===== config.mk =====
export PLATFORM = sky130hd
export DESIGN_NAME = fifo72_tx_arb
export DESIGN_NICKNAME = d
export VERILOG_FILES = /design/src/rtl/fifo72_tx_arb_pkg.sv /design/src/rtl/fifo72_tx_arb_rr_pick.sv /design/src/rtl/fifo72_tx_arb.sv
export SDC_FILE = /design/constraint.sdc
export NUM_CORES = 1
export LEC_CHECK = 0
export BUFFER_PORTS_ARGS = -buffer_cell sky130_fd_sc_hd__buf_4
export CORE_AREA = 5 5 164 166
export CTS_BUF_LIST = sky130_fd_sc_hd__clkbuf_2
export CTS_CLUSTER_DIAMETER = 120
export CTS_CLUSTER_SIZE = 10
export DETAILED_ROUTE_END_ITERATION = 8
export DIE_AREA = 0 0 169 171
export GPL_ROUTABILITY_DRIVEN = 0
export HOLD_SLACK_MARGIN = 0.15
export PLACE_DENSITY = 0.72
export SLEW_MARGIN = 15
export SYNTH_ARGS = -nofsm -noshare
export SYNTH_HDL_FRONTEND = slang
export SYNTH_SLANG_ARGS = --single-unit

===== constraint.sdc =====
create_clock -name sys_clk -period 4.6 [get_ports sys_clk]
set_input_delay 0.23 -clock sys_clk [delete_from_list [all_inputs] [get_ports sys_clk]]
set_output_delay 0.23 -clock sys_clk [all_outputs]
set_load 0.01 [all_outputs]

===== src/rtl/fifo72_tx_arb_pkg.sv =====
// Shared XGMII word constants, word classification helpers and FSM encoding
// for the frame-level 72-bit TX arbiter.
package fifo72_tx_arb_pkg;

  localparam logic [71:0] XGMII_IDLE_WORD  = 72'hFF_0707070707070707;
  localparam logic [71:0] XGMII_ABORT_WORD = 72'hFF_07070707070707FD;
  localparam logic [7:0]  XGMII_SOF_CTRL   = 8'h01;
  localparam logic [7:0]  XGMII_ALL_CTRL   = 8'hFF;
  localparam logic [7:0]  XGMII_START      = 8'hFB;
  localparam logic [7:0]  XGMII_TERM       = 8'hFD;

  typedef enum logic [1:0] {
    ST_ARB   = 2'd0,
    ST_SEND  = 2'd1,
    ST_DRAIN = 2'd2
  } arb_state_e;

  function automatic logic is_sof(input logic [71:0] w);
    return (w[71:64] == XGMII_SOF_CTRL) && (w[7:0] == XGMII_START);
  endfunction

  // Terminate may sit in any lane, so scan all eight control/byte pairs.
  function automatic logic is_eof(input logic [71:0] w);
    logic hit;
    hit = 1'b0;
    for (int i = 0; i < 8; i++) begin
      hit = hit | (w[64+i] & (w[8*i +: 8] == XGMII_TERM));
    end
    return hit;
  endfunction

  function automatic logic is_idle(input logic [71:0] w);
    return (w[71:64] == XGMII_ALL_CTRL) && !is_eof(w);
  endfunction

endpackage


===== src/rtl/fifo72_tx_arb_rr_pick.sv =====
// Combinational round-robin picker: first requester strictly after the last
// winner (wrapping modulo NPORT), returned as one-hot grant plus index.
module fifo72_tx_arb_rr_pick #(
  parameter int NPORT = 4,
  parameter int IW    = $clog2(NPORT)
) (
  input  logic [NPORT-1:0] req,
  input  logic [IW-1:0]    last,
  output logic [NPORT-1:0] gnt,
  output logic [IW-1:0]    idx,
  output logic             valid
);

  logic [IW-1:0] pos_s;
  logic          hit_s;

  // Walk the ports from last+1 around to last; the first hit locks the result.
  always_comb begin
    gnt   = '0;
    idx   = '0;
    valid = 1'b0;
    pos_s = '0;
    hit_s = 1'b0;
    for (int k = 1; k <= NPORT; k++) begin
      pos_s      = IW'((int'(last) + k) % NPORT);
      hit_s      = ~valid & req[pos_s];
      gnt[pos_s] = gnt[pos_s] | hit_s;
      idx        = hit_s ? pos_s : idx;
      valid      = valid | hit_s;
    end
  end

endmodule


===== src/rtl/fifo72_tx_arb.sv =====
// Frame-level round-robin arbiter merging NPORT FWFT XGMII-word FIFOs into one
// FWFT read interface; whole frames only, with garbage resync and truncation.
module fifo72_tx_arb
  import fifo72_tx_arb_pkg::*;
#(
  parameter int NPORT     = 4,
  parameter int MAX_WORDS = 194
) (
  input  logic                sys_clk,
  input  logic                sys_rst,
  input  logic [NPORT*72-1:0] in_dout,
  input  logic [NPORT-1:0]    in_empty,
  output logic [NPORT-1:0]    in_rd_en,
  output logic [71:0]         out_dout,
  output logic                out_empty,
  input  logic                out_rd_en,
  output logic [NPORT-1:0]    grant,
  output logic [31:0]         frames_sent,
  output logic [15:0]         drop_cnt
);

  localparam int IW = $clog2(NPORT);
  localparam int CW = $clog2(MAX_WORDS + 1);
  localparam int DW = $clog2(NPORT + 1);

  arb_state_e       state_r;
  arb_state_e       state_nxt_s;
  logic [NPORT-1:0] grant_r;
  logic [IW-1:0]    gidx_r;
  logic [IW-1:0]    rr_r;
  logic [CW-1:0]    cnt_r;
  logic [71:0]      ob_r;
  logic             ob_valid_r;
  logic [31:0]      frames_r;
  logic [15:0]      drop_r;

  logic [71:0]      head_s [NPORT];
  logic [NPORT-1:0] sof_req_s;
  logic [NPORT-1:0] arb_pop_s;
  logic [NPORT-1:0] arb_data_s;
  logic [DW-1:0]    data_cnt_s;
  logic [NPORT-1:0] pick_gnt_s;
  logic [IW-1:0]    pick_idx_s;
  logic             pick_valid_s;
  logic             ld_s;
  logic [71:0]      g_head_s;
  logic             g_empty_s;
  logic             g_eof_s;
  logic [NPORT-1:0] rd_en_s;
  logic             ob_ld_s;
  logic [71:0]      ob_din_s;
  logic             cnt_inc_s;
  logic             frame_done_s;
  logic             abort_s;
  logic             drain_done_s;
  logic [DW-1:0]    drop_add_s;
  logic [16:0]      drop_sum_s;

  // Unpack heads; in ARB every non-SOF head is garbage, only DATA is counted.
  always_comb begin
    data_cnt_s = '0;
    for (int p = 0; p < NPORT; p++) begin
      head_s[p]     = in_dout[72*p +: 72];
      sof_req_s[p]  = ~in_empty[p] & is_sof(in_dout[72*p +: 72]);
      arb_pop_s[p]  = ~in_empty[p] & ~is_sof(in_dout[72*p +: 72]);
      arb_data_s[p] = arb_pop_s[p] & ~is_idle(in_dout[72*p +: 72]);
      data_cnt_s    = data_cnt_s + DW'(arb_data_s[p]);
    end
  end

  fifo72_tx_arb_rr_pick #(
    .NPORT (NPORT),
    .IW    (IW)
  ) u_rr_pick (
    .req   (sof_req_s),
    .last  (rr_r),
    .gnt   (pick_gnt_s),
    .idx   (pick_idx_s),
    .valid (pick_valid_s)
  );

  assign ld_s       = ~ob_valid_r | out_rd_en;
  assign g_head_s   = head_s[gidx_r];
  assign g_empty_s  = in_empty[gidx_r];
  assign g_eof_s    = is_eof(g_head_s);
  assign drop_sum_s = {1'b0, drop_r} + 17'(drop_add_s);

  // State register.
  always_ff @(posedge sys_clk or negedge sys_rst) begin
    if (!sys_rst) begin
      state_r <= ST_ARB;
    end else begin
      state_r <= state_nxt_s;
    end
  end

  // Next-state logic.
  always_comb begin
    state_nxt_s = state_r;
    case (state_r)
      ST_ARB: begin
        if (pick_valid_s) state_nxt_s = ST_SEND;
        else              state_nxt_s = ST_ARB;
      end
      ST_SEND: begin
        if (abort_s)           state_nxt_s = ST_DRAIN;
        else if (frame_done_s) state_nxt_s = ST_ARB;
        else                   state_nxt_s = ST_SEND;
      end
      ST_DRAIN: begin
        if (drain_done_s) state_nxt_s = ST_ARB;
        else              state_nxt_s = ST_DRAIN;
      end
      default: state_nxt_s = ST_ARB;
    endcase
  end

  // FSM outputs: source pops, output-buffer load and per-cycle event strobes.
  always_comb begin
    rd_en_s      = '0;
    ob_ld_s      = 1'b0;
    ob_din_s     = ob_r;
    cnt_inc_s    = 1'b0;
    frame_done_s = 1'b0;
    abort_s      = 1'b0;
    drain_done_s = 1'b0;
    drop_add_s   = '0;
    case (state_r)
      ST_ARB: begin
        rd_en_s    = arb_pop_s;
        drop_add_s = data_cnt_s;
      end
      ST_SEND: begin
        // Length limit is checked before the source so a stalled source cannot dodge it.
        if (ld_s && (cnt_r == CW'(MAX_WORDS))) begin
          ob_ld_s  = 1'b1;
          ob_din_s = XGMII_ABORT_WORD;
          abort_s  = 1'b1;
        end else if (ld_s && !g_empty_s) begin
          rd_en_s      = grant_r;
          ob_ld_s      = 1'b1;
          ob_din_s     = g_head_s;
          cnt_inc_s    = 1'b1;
          frame_done_s = g_eof_s;
        end else begin
          rd_en_s = '0;
        end
      end
      ST_DRAIN: begin
        if (!g_empty_s) begin
          rd_en_s      = grant_r;
          drop_add_s   = DW'(1'b1);
          drain_done_s = g_eof_s;
        end else begin
          rd_en_s = '0;
        end
      end
      default: rd_en_s = '0;
    endcase
  end

  // Grant, round-robin pointer and in-frame word count.
  always_ff @(posedge sys_clk or negedge sys_rst) begin
    if (!sys_rst) begin
      grant_r <= '0;
      gidx_r  <= '0;
      rr_r    <= IW'(NPORT - 1);
      cnt_r   <= '0;
    end else if ((state_r == ST_ARB) && pick_valid_s) begin
      grant_r <= pick_gnt_s;
      gidx_r  <= pick_idx_s;
      cnt_r   <= '0;
    end else if (frame_done_s || drain_done_s) begin
      grant_r <= '0;
      rr_r    <= gidx_r;
    end else if (cnt_inc_s) begin
      cnt_r <= cnt_r + CW'(1'b1);
    end
  end

  // Single-entry output buffer presenting the FWFT head word.
  always_ff @(posedge sys_clk or negedge sys_rst) begin
    if (!sys_rst) begin
      ob_r       <= XGMII_IDLE_WORD;
      ob_valid_r <= 1'b0;
    end else if (ob_ld_s) begin
      ob_r       <= ob_din_s;
      ob_valid_r <= 1'b1;
    end else if (out_rd_en) begin
      ob_valid_r <= 1'b0;
    end
  end

  // Status counters: completed frames wrap, dropped words saturate.
  always_ff @(posedge sys_clk or negedge sys_rst) begin
    if (!sys_rst) begin
      frames_r <= 32'd0;
      drop_r   <= 16'd0;
    end else begin
      if (frame_done_s) frames_r <= frames_r + 32'd1;
      drop_r <= drop_sum_s[16] ? 16'hFFFF : drop_sum_s[15:0];
    end
  end

  // Pops are held off while reset is asserted so no word leaves uncounted.
  assign in_rd_en    = rd_en_s & {NPORT{sys_rst}};
  assign out_dout    = ob_r;
  assign out_empty   = ~ob_valid_r;
  assign grant       = grant_r;
  assign frames_sent = frames_r;
  assign drop_cnt    = drop_r;

endmodule


==> flow_summary.ini <==
[floorplanning]
die_area_mm2 = 0.0289
rows = 59
core_mm2 = 0.0255
die_w_um = 169
pin_count = 424
initial_utilization_pct = 38.2
fp.dieH_um = 171

[synthesis]
synthTopCellsByArea = dfrtp_1, mux4_2, dfstp_2
yosysWarnings = 0
synth_area_mm2 = 0.00973
netlist_instances = 952
async_flop_share_pct = 100
ys_seq_area_share_pct = 36.2
synth-edff-count = 0
synth_top_area_cell = dfrtp_1
netlist-cell-type-count = 63
ys_seq_elements = 139
synth_area_per_cell_um2 = 10.2
synth_top_area_share_pct = 27.0
syn_nets = 1261
ys.flop_type = dfrtp_1

[global_route]
grt_start_max_net_pins = 73
gr-total-overflow = 0
track_usage_pct = 31.7
first_global_vias = 11600
grt_pass1_wl_um = 70100
antenna_found_initial = 7

[timing]
finalWorstSetupSlack_ns = 0.251
period_minus_slack_ns = 4.35
finalHoldViolCount = 0
worstMarginPinSlew_ns = 1.04
drv_slew = 0
finalCritPeriodShare_pct = 94.5
final.setup.tns_ns = 0
rsz0062_at_grt = no
slew_headroom_pct = 30.0
setup_violations = 0
fin_worst_skew_ns = 0.0487
fmax_ghz = 0.230

[route]
drt_iter0_drc = 1476
vias = 11600
first_pass_iters = 9
wl_per_cell_um = 25.7
drt-total-wl_um = 48300
vias_per_cell = 6.18
drc = 0
ant_nets = 0

[finish]
nets = 1834
final_cells = 1878
final_cell_mix = buf_4, dlygate4sd3_1, nand2_1
drive_gt1_share_pct = 40.8
syn_to_final_growth_pct = 55.3
final_area_mm2 = 0.0151
fin_util_pct = 59.3
fillers = 2127
layout_commonest_cell = buf_4

[worst_setup_path]
crit_fanout = 13
critPathArrivalTime_ns = 5.01
setup.worst_path.start = in_dout[11]
rr_endpoint = grant[0]
rrSetupSlack_ns = 0.70
cp-end-kind = register
r2r-start = rr_r[1]
crit_type = in2reg
reg2reg_depth = 12
startpoint_type = primary input
required_ns = 5.26
cpMostUsedCell = nor2_1
crit_slowest_cell = fa_1
path_cells = dlygate4sd3_1, buf_4, nand4_1, nor4_1, buf_4, nor4_1, a211o_1, fa_1, inv_1, ha_1, nor2_1, a211oi_1, ha_1, fa_1, a21oi_1, nor2_1, and3_1, inv_1, nor2_1, nand3_1, or2_2, nand2b_1
crit_path_max_incr_delay_ns = 0.58

[worst_hold_path]
hold_class = in2reg
hold_path_depth = 6
min_from = in_empty[3]
hold_end = gidx_r[0]

[clock_tree]
root_buffer = clkbuf_2
cts_tree = built
cts_buffer_depth = 2
clock_sinks = 139
clkSlewWorstSetupHoldPaths_ns = 0.23
htreeDepth = 4
cts_buffers = 17
clk_latency_ns = 0.73

[outcome]
status = finished clean

[pwr]
power_density_mw_per_mm2 = 229
power_leakage_uw = 0.00662
peakVddDrop_uv = 146

[place]
post-place-cells = 1691
dpl_cell_area_mm2 = 0.0133
dp_hpwl_um = 37100
dp_slack_ns = 0.00205
io_buffers = 423

[run]
maxCapViolations = 0
-- routing by layer --
layer / wire (µm) / vias up / global-route usage [%]
met5: 51 / - / 0
met4: 2400 / 8 / 14.2
met3: 6270 / 230 / 11.3
met2: 22400 / 995 / 50.4
met1: 17200 / 5507 / 39.2
li1: - / 4872 / -
-- cell families (layout without fill, tap and decap cells) --
family	count (synthesis)	count (layout)	synth area share [%]
simple gates	452	452	24.4
compound gates	145	145	11.2
flops	139	139	36.2
mux	86	86	18.5
buf+inv	68	654	3.48
xor+xnor	48	48	4.32
fa+ha+maj	14	14	1.95
other cells	0	5	0
-- cell usage after synthesis, drive strengths merged (2+ instances only) --
master,number
and2,7
mux2,8
dfrtp,105
nand4b,6
nand2b,6
nand4,67
nor2,58
or2,7
a22o,38
dfstp,34
a211oi,4
nand3b,2
or4,6
nor4,43
xor2,15
nor3b,5
inv,18
and3,8
nand2,135
a221oi,2
o2111ai,4
o21ai,23
nor2b,6
o211ai,3
nor4b,2
xnor2,33
buf,20
ha,12
a211o,4
mux2i,4
a21oi,22
nand3,56
o22ai,3
nor3,28
o31ai,4
o32ai,4
or3,4
mux4,74
o22a,24
a22oi,2
clkbuf,30
and4,6
fa,2
-- critical path: cells and delay by family --
family | cells | cell delay (ns)
AND/OR/NAND/NOR | 10 | 1.83
adder cells (fa/ha/maj) | 4 | 1.30
buffers and inverters | 5 | 0.96
AO/OA/AOI/OAI | 3 | 0.68
-- metrics by stage --
step | hold WS (ns) | total power (µW)
finish | 0.261 | 3470
global route | 0.258 | 3600
CTS | 0.170 | 3450
detailed placement | 0.339 | 2530
global placement | 0.335 | 2520
floorplan | -0.0656 | 1890
-- flip-flops by register name, summed over array words and instances, names as in the netlist --
signal       cells
gidx_r           2
rr_r             2
state_r          2
out_dout        72
ob_valid_r       1
grant            4
drop_cnt        16
frames_sent     32
cnt_r            8
-- worst max path at each step --
stage              endpoint  cells past startpoint  slack [ns]
6_report        drop_cnt[0]                     22        0.25
5_1_grt        drop_cnt[11]                     22        0.04
4_1_cts         drop_cnt[0]                     22        0.31
3_5_place_dp   drop_cnt[11]                     21       0.002
3_3_place_gp   drop_cnt[11]                     21        0.05
2_1_floorplan  drop_cnt[10]                     21        0.60
-- timing repair --
action / 4_1_cts / 5_1_grt
gates resized for setup: 0 / 0
setup buffers: 0 / 0
hold buffers: 150 / 0
endpoints found under the hold margin: 153 / 0
-- power breakdown --
| group | leakage [µW] | switching [µW] | internal, µW |
|---|---|---|---|
| logic | 0.00472 | 489 | 623 |
| registers | 0.00176 | 141 | 1410 |
| clock network | 0.000151 | 577 | 230 |
| total | 0.00662 | 1210 | 2260 |
-- cell type report --
type	count	area, µm²	share of cell area, %
inverters	18	67.6	0.447
diodes	5	12.5	0.0828
repair buffers	604	4940	32.7
clock buffers	17	85.1	0.563
flip-flops and latches	139	3530	23.3
multi-input cells	745	5880	38.9
clock inverters	15	174	1.15
well taps	335	419	2.77
No activity file was read; power rests on OpenSTA's default activity.
